**config.mk**
```make
export PLATFORM = sky130hd
export DESIGN_NAME = mmio_fifo_port_flat
export DESIGN_NICKNAME = d
export VERILOG_FILES = /design/src/rtl/mmio_fifo_port_if.sv /design/src/rtl/mmio_fifo_port.sv /design/src/flat_wrapper.sv
export SDC_FILE = /design/constraint.sdc
export NUM_CORES = 1
export LEC_CHECK = 0
export CORE_AREA = 2 2 187 189
export DETAILED_ROUTE_END_ITERATION = 10
export DIE_AREA = 0 0 189 191
export PLACE_DENSITY_LB_ADDON = 0.25
export SYNTH_ARGS = -nofsm -noshare
export SYNTH_HDL_FRONTEND = slang
export SYNTH_SLANG_ARGS = --single-unit
```
**constraint.sdc**
```tcl
create_clock -name clock -period 4.1 [get_ports clock]
set_clock_uncertainty 0.2 [all_clocks]
set_input_delay 0.615 -clock clock [delete_from_list [all_inputs] [get_ports clock]]
set_output_delay 0.615 -clock clock [all_outputs]
set_load 0.02 [all_outputs]
```
**src/rtl/mmio_fifo_port_if.sv**
```systemverilog
// Purpose: CPU data-memory bus plus TX/RX stream handshakes for mmio_fifo_port.
// Latency: none (wiring only).
// Backpressure: tx_ready throttles the TX stream; rx_ready advertises RX space.
// Ports: master = CPU/stream environment side, slave = the device.
interface mmio_fifo_port_if;
    logic [15:0] read_address;
    logic        read_enable;
    logic [15:0] write_address;
    logic        write_enable;
    logic [15:0] data_in;
    logic [15:0] data_out;
    logic        selected;
    logic [15:0] tx_data;
    logic        tx_valid;
    logic        tx_ready;
    logic [15:0] rx_data;
    logic        rx_valid;
    logic        rx_ready;

    modport slave (
        input  read_address, read_enable, write_address, write_enable, data_in,
               tx_ready, rx_data, rx_valid,
        output data_out, selected, tx_data, tx_valid, rx_ready
    );

    modport master (
        output read_address, read_enable, write_address, write_enable, data_in,
               tx_ready, rx_data, rx_valid,
        input  data_out, selected, tx_data, tx_valid, rx_ready
    );
endinterface

```
**src/rtl/mmio_fifo_port.sv**
```systemverilog
// Purpose: 4-word memory-mapped window bridging CPU accesses to a TX FIFO and an RX FIFO.
// Latency: data_out/selected registered, 1 cycle after read_address; FIFO state updates on the edge.
// Backpressure: TX pushes into a full FIFO drop (sticky flag); RX accepts only when not full.
// Ports: clock, reset (async active-low), bus (mmio_fifo_port_if.slave).
//   Offsets: +0 STATUS(r)/CONTROL(w), +1 TX_DATA(w), +2 RX_DATA(r, pops on read_enable), +3 COUNTS(r).
module mmio_fifo_port #(
    parameter logic [15:0] BASE_ADDRESS = 16'h2000,
    parameter int          DEPTH_LOG2   = 3
) (
    input  logic              clock,
    input  logic              reset,
    mmio_fifo_port_if.slave   bus
);
    localparam int DEPTH = 1 << DEPTH_LOG2;
    localparam int CW    = DEPTH_LOG2 + 1;

    typedef logic [DEPTH_LOG2-1:0] ptr_t;
    typedef logic [CW-1:0]         cnt_t;

    localparam cnt_t FULL_CNT = cnt_t'(DEPTH);

    logic [15:0] tx_mem [DEPTH];
    logic [15:0] rx_mem [DEPTH];
    ptr_t        tx_wr_ptr, tx_rd_ptr, rx_wr_ptr, rx_rd_ptr;
    cnt_t        tx_count, rx_count;
    logic        tx_drop, rx_underflow;
    logic [15:0] data_out_q;
    logic        selected_q;

    // Address decode: window is the 4-word aligned block at BASE_ADDRESS.
    logic       rd_hit, wr_hit;
    logic [1:0] rd_off, wr_off;
    assign rd_hit = bus.read_address[15:2]  == BASE_ADDRESS[15:2];
    assign wr_hit = bus.write_address[15:2] == BASE_ADDRESS[15:2];
    assign rd_off = bus.read_address[1:0];
    assign wr_off = bus.write_address[1:0];

    logic tx_full, tx_empty, rx_full, rx_empty;
    assign tx_full  = tx_count == FULL_CNT;
    assign tx_empty = tx_count == '0;
    assign rx_full  = rx_count == FULL_CNT;
    assign rx_empty = rx_count == '0;

    logic ctrl_wr, tx_flush, sticky_clr;
    logic tx_pop, tx_push_req, tx_push, tx_drop_set;
    logic rx_pop_req, rx_pop, rx_underflow_set, rx_push;

    assign ctrl_wr     = bus.write_enable && wr_hit && (wr_off == 2'd0);
    assign tx_flush    = ctrl_wr && bus.data_in[0];
    assign sticky_clr  = ctrl_wr && bus.data_in[4];

    // A push into a full TX FIFO still fits when the sink drains a word on
    // the same edge. Flush overrides the push entirely (no drop reported).
    assign tx_pop      = !tx_empty && bus.tx_ready;
    assign tx_push_req = bus.write_enable && wr_hit && (wr_off == 2'd1);
    assign tx_push     = tx_push_req && !tx_flush && (!tx_full || tx_pop);
    assign tx_drop_set = tx_push_req && !tx_flush && tx_full && !tx_pop;

    assign rx_pop_req       = bus.read_enable && rd_hit && (rd_off == 2'd2);
    assign rx_pop           = rx_pop_req && !rx_empty;
    assign rx_underflow_set = rx_pop_req && rx_empty;
    // rx_ready comes from the pre-edge count, so a full FIFO never accepts
    // even when the CPU pops on the same edge.
    assign rx_push          = bus.rx_valid && !rx_full;

    // Read mux over pre-edge state.
    logic [15:0] rd_word;
    always_comb begin
        rd_word = 16'h0000;
        if (rd_hit) begin
            case (rd_off)
                2'd0:    rd_word = {10'b0, rx_underflow, tx_drop, rx_full, !rx_empty,
                                    tx_empty, tx_full};
                2'd2:    rd_word = rx_empty ? 16'h0000 : rx_mem[rx_rd_ptr];
                2'd3:    rd_word = {8'(rx_count), 8'(tx_count)};
                default: rd_word = 16'h0000;
            endcase
        end
    end

    // Storage arrays carry no reset; validity is tracked by the counts.
    always_ff @(posedge clock) begin
        if (tx_push) tx_mem[tx_wr_ptr] <= bus.data_in;
        if (rx_push) rx_mem[rx_wr_ptr] <= bus.rx_data;
    end

    always_ff @(posedge clock or negedge reset) begin
        if (!reset) begin
            tx_wr_ptr    <= '0;
            tx_rd_ptr    <= '0;
            tx_count     <= '0;
            rx_wr_ptr    <= '0;
            rx_rd_ptr    <= '0;
            rx_count     <= '0;
            tx_drop      <= 1'b0;
            rx_underflow <= 1'b0;
            data_out_q   <= 16'h0000;
            selected_q   <= 1'b0;
        end else begin
            data_out_q <= rd_word;
            selected_q <= rd_hit;

            if (tx_flush) begin
                tx_wr_ptr <= '0;
                tx_rd_ptr <= '0;
                tx_count  <= '0;
            end else begin
                if (tx_push) tx_wr_ptr <= tx_wr_ptr + ptr_t'(1);
                if (tx_pop)  tx_rd_ptr <= tx_rd_ptr + ptr_t'(1);
                case ({tx_push, tx_pop})
                    2'b10:   tx_count <= tx_count + cnt_t'(1);
                    2'b01:   tx_count <= tx_count - cnt_t'(1);
                    default: tx_count <= tx_count;
                endcase
            end

            if (rx_push) rx_wr_ptr <= rx_wr_ptr + ptr_t'(1);
            if (rx_pop)  rx_rd_ptr <= rx_rd_ptr + ptr_t'(1);
            case ({rx_push, rx_pop})
                2'b10:   rx_count <= rx_count + cnt_t'(1);
                2'b01:   rx_count <= rx_count - cnt_t'(1);
                default: rx_count <= rx_count;
            endcase

            // Set beats clear when both happen on the same edge.
            if (tx_drop_set)      tx_drop <= 1'b1;
            else if (sticky_clr)  tx_drop <= 1'b0;
            if (rx_underflow_set) rx_underflow <= 1'b1;
            else if (sticky_clr)  rx_underflow <= 1'b0;
        end
    end

    assign bus.data_out = data_out_q;
    assign bus.selected = selected_q;
    assign bus.tx_data  = tx_mem[tx_rd_ptr];
    assign bus.tx_valid = !tx_empty;
    assign bus.rx_ready = !rx_full;
endmodule
```
**src/flat_wrapper.sv**
```systemverilog
// flat-port wrapper written by rule: the top's interface ports become plain ports
module mmio_fifo_port_flat 
#(
    parameter logic [15:0] BASE_ADDRESS = 16'h2000,
    parameter int          DEPTH_LOG2   = 3
)
  (clock, reset, bus_read_address, bus_read_enable, bus_write_address, bus_write_enable, bus_data_in, bus_tx_ready, bus_rx_data, bus_rx_valid, bus_data_out, bus_selected, bus_tx_data, bus_tx_valid, bus_rx_ready);
  mmio_fifo_port_if bus_i ();
  input  logic clock;
  input  logic reset;
  input wire logic [$bits(bus_i.read_address)-1:0] bus_read_address;
  input wire logic [$bits(bus_i.read_enable)-1:0] bus_read_enable;
  input wire logic [$bits(bus_i.write_address)-1:0] bus_write_address;
  input wire logic [$bits(bus_i.write_enable)-1:0] bus_write_enable;
  input wire logic [$bits(bus_i.data_in)-1:0] bus_data_in;
  input wire logic [$bits(bus_i.tx_ready)-1:0] bus_tx_ready;
  input wire logic [$bits(bus_i.rx_data)-1:0] bus_rx_data;
  input wire logic [$bits(bus_i.rx_valid)-1:0] bus_rx_valid;
  output wire logic [$bits(bus_i.data_out)-1:0] bus_data_out;
  output wire logic [$bits(bus_i.selected)-1:0] bus_selected;
  output wire logic [$bits(bus_i.tx_data)-1:0] bus_tx_data;
  output wire logic [$bits(bus_i.tx_valid)-1:0] bus_tx_valid;
  output wire logic [$bits(bus_i.rx_ready)-1:0] bus_rx_ready;
  assign bus_i.read_address = bus_read_address;
  assign bus_i.read_enable = bus_read_enable;
  assign bus_i.write_address = bus_write_address;
  assign bus_i.write_enable = bus_write_enable;
  assign bus_i.data_in = bus_data_in;
  assign bus_i.tx_ready = bus_tx_ready;
  assign bus_i.rx_data = bus_rx_data;
  assign bus_i.rx_valid = bus_rx_valid;
  assign bus_data_out = bus_i.data_out;
  assign bus_selected = bus_i.selected;
  assign bus_tx_data = bus_i.tx_data;
  assign bus_tx_valid = bus_i.tx_valid;
  assign bus_rx_ready = bus_i.rx_ready;
  mmio_fifo_port #(.BASE_ADDRESS(BASE_ADDRESS), .DEPTH_LOG2(DEPTH_LOG2)) u_core (.clock(clock), .reset(reset), .bus(bus_i));
endmodule
```
# Yosys cells after proc, flatten, opt, wreduce, memory -nomap -nowiden
# Memories as Yosys holds them, arrays and structs flattened.
# Cells that the tools add are included.
[word_totals]
reg_bits = 39
out_inout_bits = 35
word_cells = 80
inputBits = 70
mem_bits_rw = 256
memories = 2
[op_classes]
addsub = 8
reduce_logical = 32
eq_ne = 11
muxes = 17
[mem_list]
columns = ["name", "words", "word_bits", "rd", "rd_clocked_by_memory_dff", "wr", "line", "source"]
rows = [
  ["u_core.rx_mem", 8, 16, 1, 0, 1, "mmio_fifo_port.sv:23", "logic [15:0] rx_mem [DEPTH];"],
  ["u_core.tx_mem", 8, 16, 1, 0, 1, "mmio_fifo_port.sv:22", "logic [15:0] tx_mem [DEPTH];"],
]
[ops]
columns = ["cell", "n"]
rows = [
  ["$pmux W16 S3", 1],
  ["$mux W16", 2],
  ["$eq A14 B12 Y1 const B", 2],
  ["$pmux W4 S2", 2],
  ["$logic_and A1 B1 Y1", 15],
  ["$add A3 B1 Y3 const B", 4],
  ["$mux W3", 4],
  ["$reduce_bool A2 Y1", 5],
  ["$add A4 B1 Y4 const B", 2],
  ["$eq A2 B2 Y1 const B", 4],
  ["$eq A4 B4 Y1 const B", 2],
  ["$logic_not A4 Y1", 2],
  ["$sub A4 B1 Y4 const B", 2],
  ["$mux W1", 7],
  ["$eq A2 B1 Y1 const B", 3],
  ["$logic_not A1 Y1", 6],
  ["$logic_not A2 Y1", 2],
  ["$mux W4", 1],
  ["$reduce_bool A3 Y1", 1],
  ["$logic_or A1 B1 Y1", 1],
]

# Logic depth before layout (Yosys ltp)
# Gate-level depths: netlist of run 1.
[logic_depth]
depth_word = 10
mapped_depth = 12
depth_no_buf = 11

# Least setup slack after synthesis of run 1
# No wires, ideal clock.
[synth_path]
path_type = "in2reg"
start = "in bus_write_address[4]"
end = "mem u_core.tx_mem[0][0], enable pin"
required_time_ns = 3.470
setup_time_ns = 0.430
slack_ns = 0.074
t_arrival_ns = 3.395
path_stages = 4
n_path_buf = 0
cell_sequence = "or4_4 nor4_2 nand2_1 nor4_1"
[synth_via]
elab_chain_cells = 9
elab_cells_between_ends = 10
cone_classes = "1 x eq/ne; 2 x mux; 7 x reduce/logical"
[synth_lines]
columns = ["item", "line", "source"]
rows = [
  ["start: declaration", "flat_wrapper.sv:13", "input wire logic [$bits(bus_i.write_address)-1:0] bus_write_address;"],
  ["$eq A14 B12 Y1 (*)", "mmio_fifo_port.sv:34", "assign wr_hit = bus.write_address[15:2] == BASE_ADDRESS[15:2];"],
  ["$logic_and A1 B1 Y1 (*)", "mmio_fifo_port.sv:48, mmio_fifo_port.sv:55", ""],
  ["$logic_and A1 B1 Y1", "mmio_fifo_port.sv:48", "assign ctrl_wr = bus.write_enable && wr_hit && (wr_off == 2'd0);"],
  ["$logic_and A1 B1 Y1", "mmio_fifo_port.sv:49", "assign tx_flush = ctrl_wr && bus.data_in[0];"],
  ["$logic_not A1 Y1", "mmio_fifo_port.sv:56", "assign tx_push = tx_push_req && !tx_flush && (!tx_full || tx_pop);"],
  ["$logic_and A1 B1 Y1 (*) (2 in series)", "mmio_fifo_port.sv:56", ""],
  ["$mux W1 (*)", "mmio_fifo_port.sv:83", "if (tx_push) tx_mem[tx_wr_ptr] <= bus.data_in;"],
  ["$mux W1 (implied by the code) (*)", "mmio_fifo_port.sv:83", ""],
  ["end: declaration", "mmio_fifo_port.sv:22", ""],
]
# Mark *: on every way between the ends. The rest lies on a longest branch, timed or not.

# Worst setup path in the final report of run 1
[layout_path]
start = "reg u_core.tx_rd_ptr[0]"
end = "out bus_tx_data[1]"
[layout_via]
elab_chain_cells = 1
[layout_lines]
columns = ["item", "line", "source"]
rows = [
  ["start: declaration", "mmio_fifo_port.sv:24", "ptr_t tx_wr_ptr, tx_rd_ptr, rx_wr_ptr, rx_rd_ptr;"],
  ["start signal: assignment", "mmio_fifo_port.sv:109", "if (tx_pop) tx_rd_ptr <= tx_rd_ptr + ptr_t'(1);"],
  ["$mem_v2 Z8 W16", "n/a", ""],
  ["end: declaration", "flat_wrapper.sv:21", "output wire logic [$bits(bus_i.tx_data)-1:0] bus_tx_data;"],
]
# No other way between the ends.

==> metrics.csv, run 1 <==
stage,metric,value,unit
worst_setup_path,r2r_start,u_core.rx_count[3],
layout,syn_to_final_growth,24.7,%
detailed_routing,wl_per_cell,21.0,um
timing,fin_tns_setup,0,ns
worst_setup_path,critPathLaunchType,flop,
layout,diodes,0,
global_routing,track_usage,0.144,
detailed_routing,drt-pass1-iter-count,5,
power,leakagePower,4.86,nW
worst_setup_path,path_max_fanout,14,
place,dpl.hpwl,16200,um
yosys,synthTopCellsByArea,"edfxtp_1, mux4_2, dfrtp_1",
worst_setup_path,endpoint_kind,output port,
floorplanning,num_io_pins,105,
timing,slew_headroom,0.297,
worst_setup_path,worstSetupPathType,reg2out,
global_routing,grt_max_degree,40,
timing,worstMarginPinSlew,1.05,ns
clocking,clockBufferDepth,3,
clocking,clock_latency,0.51,ns
yosys,ys_warn_count,0,
worst_setup_path,regToRegSetupSlack,0.97,ns
clocking,numCtsBuffers,34,
timing,post-route-period-util,0.886,
floorplanning,die_h,191,um
global_routing,grt_pass1_vias,6707,
yosys,synth_top_cell_area_share,0.653,
floorplanning,die_w,189,um
power,ir_worst_vdd,0.409,mV
yosys,syn-cell-area,11800,um^2
clocking,ctsResizeCount,0,
detailed_routing,drcViolationCount,0,
timing,report.final.slew_viol_count,0,
timing,whs,0.104,ns
floorplanning,coreArea,34100,um^2
clocking,cts_setup_buffers,0,
timing,fmax,275,MHz
layout,n_fill_cell,2982,
detailed_routing,ant_nets,0,
run_status,status,finished clean,
job,max-cap-violations,0,
timing,period_minus_slack,3.63,ns
clocking,clkSlewWorstSetupHoldPaths,0.06,ns
clocking,h-tree-depth,2,
clocking,tritoncts,done,
global_routing,grt_pass1_wl,39000,um
floorplanning,start_util,0.345,
layout,final_nets,835,
layout,layout-drive-gt1-share,0.234,
yosys,synthArstFlopShare,0.132,
clocking,clock-sinks,295,
yosys,synth.distinct_cells,46,
timing,setup_viol,0,
global_routing,antenna_found_initial,0,
yosys,synth_top_area_cell,edfxtp_1,
yosys,syn_inst,611,
detailed_routing,drtIter0Drc,327,
yosys,ys.flop_type,edfxtp_1,
worst_setup_path,reg2reg_depth,9,
power,p_per_area,579,nW/um^2
yosys,yosys-top-cells-count,"edfxtp_1, mux4_2, dfrtp_1, nand2_1, nor2_1",
yosys,synth_edf_count,256,
worst_hold_path,hold_path.class,in2async,
yosys,avgSynthCellArea,19.3,um^2
yosys,synth-seq-cells,295,
yosys,synth_fp_nets,693,
detailed_routing,routed-via-count,6145,
timing,grt_setup_unrepaired,false,
detailed_routing,wl,25800,um
place,gp_congestion,0.733,
floorplanning,die_area,36100,um^2
yosys,ys_seq_area_frac,0.735,
detailed_routing,vias_per_cell,4.98,
floorplanning,rows,68,
clocking,hold_buffers,0,
place,portBuffers,104,
worst_setup_path,rr_endpoint,u_core.rx_count[3],
worst_setup_path,worst_ep_required_time,3.28,ns
yosys,synth_most_common_cell,edfxtp_1,
global_routing,gr-total-overflow,0,
clocking,clock-root-buffer,clkbuf_16,
worst_setup_path,cp.arrival,2.82,ns
timing,finalHoldViolCount,0,
area by class of cell:
cell class | instances | area [um^2] | area share
Clock buffer | 42 | 922 | 0.0628
Clock inverter | 19 | 191 | 0.0130
Inverter | 15 | 56.3 | 0.00383
Multi-Input combinational cell | 271 | 3000 | 0.204
Sequential cell | 295 | 8660 | 0.590
Tap cell | 455 | 569 | 0.0387
Timing Repair Buffer | 136 | 1290 | 0.0877
placed cells by master (no fill, tap or decap), drive strengths merged, types with 2 or more instances in the layout:
cell	count
mux2	18
nor3	12
nor4b	3
nor3b	3
nand2b	4
clkdlybuf4s50	103
o211ai	3
bufinv	4
a21o	3
o22ai	5
clkbuf	42
xnor2	5
inv	16
clkinv	13
nand3b	2
a21oi	11
nor2b	6
nor2	19
a31oi	2
o21ai	11
buf	33
nor4	9
nand4	5
edfxtp	256
dfrtp	39
xor2	6
ha	11
or4	6
mux2i	15
and2	8
nand3	10
mux4	64
nand2	19
where the power goes:
| part | internal (mW) | switching [mW] |
|---|---|---|
| Sequential | 3.54 | 0.249 |
| Combinational | 0.914 | 0.830 |
| Clock | 1.84 | 1.13 |
| Total | 6.29 | 2.21 |
per-stage QoR:
step                cells   util  total power, mW  cell area, um^2  worst slack [ns]
floorplan             611      -             4.88            11800            0.0744
global placement     1172  0.398             5.55            13600             0.267
detailed placement   1172  0.398             5.63            13600             0.238
CTS                  1233  0.431             8.63            14700             0.374
global route         1233  0.431             8.90            14700             0.293
finish               1233  0.431             8.51            14700             0.465
worst max-delay path, cell delays in order, from the launching register on:
cell and delay (ns):
dfrtp_2 0.69, buf_4 0.28, mux4_2 0.50, mux2_2 0.29
clkdlybuf4s50_1 0.55
how the worst max path moves through the flow:
stage,endpoint,cells past startpoint,start
after floorplan,u_core.tx_mem[0][0],4,bus_write_address[4]
after global placement,u_core.tx_count[3],10,bus_write_address[4]
after detailed placement,u_core.tx_count[3],10,bus_write_address[4]
after CTS,bus_tx_data[1],4,u_core.tx_rd_ptr[0]
after global routing,bus_tx_data[1],4,u_core.tx_rd_ptr[0]
final,bus_tx_data[1],4,u_core.tx_rd_ptr[0]
logic make-up (layout without fill, tap and decap cells):
group           count (synthesis)  count (layout)  synth area share
flops                         295             295             0.735
simple gates                  111             111            0.0542
mux                            97              97             0.152
buf+inv                        45             212            0.0157
compound gates                 40              40            0.0208
fa+ha+maj                      12              12            0.0134
xor+xnor                       11              11           0.00818
routing by layer:
metal  vias to the layer above  track usage  wire, um
met5                         -            0         0
met4                         0       0.0400       517
met3                        42       0.0277      1390
met2                       159        0.265     13500
met1                      3195        0.171     10400
li1                       2749            -         -
sequential cells by signal, indices dropped and copies added, names as in the netlist:
signal and flops:
u_core.rx_mem 128, u_core.tx_mem 128, u_core.bus.data_out 16, u_core.rx_count 4
u_core.tx_count 4, u_core.rx_rd_ptr 3, u_core.rx_wr_ptr 3, u_core.tx_rd_ptr 3
u_core.tx_wr_ptr 3, u_core.bus.selected 1, u_core.rx_underflow 1, u_core.tx_drop 1
(Power assumes the default switching activity.)
==> run 2, diff against run 1 <==
Settings changed: CTS_CLUSTER_DIAMETER from default to 80, TNS_END_PERCENT from default to 1.
==> results of run 2 <==
Final layout, timing and power as in run 1 (identical DEF).
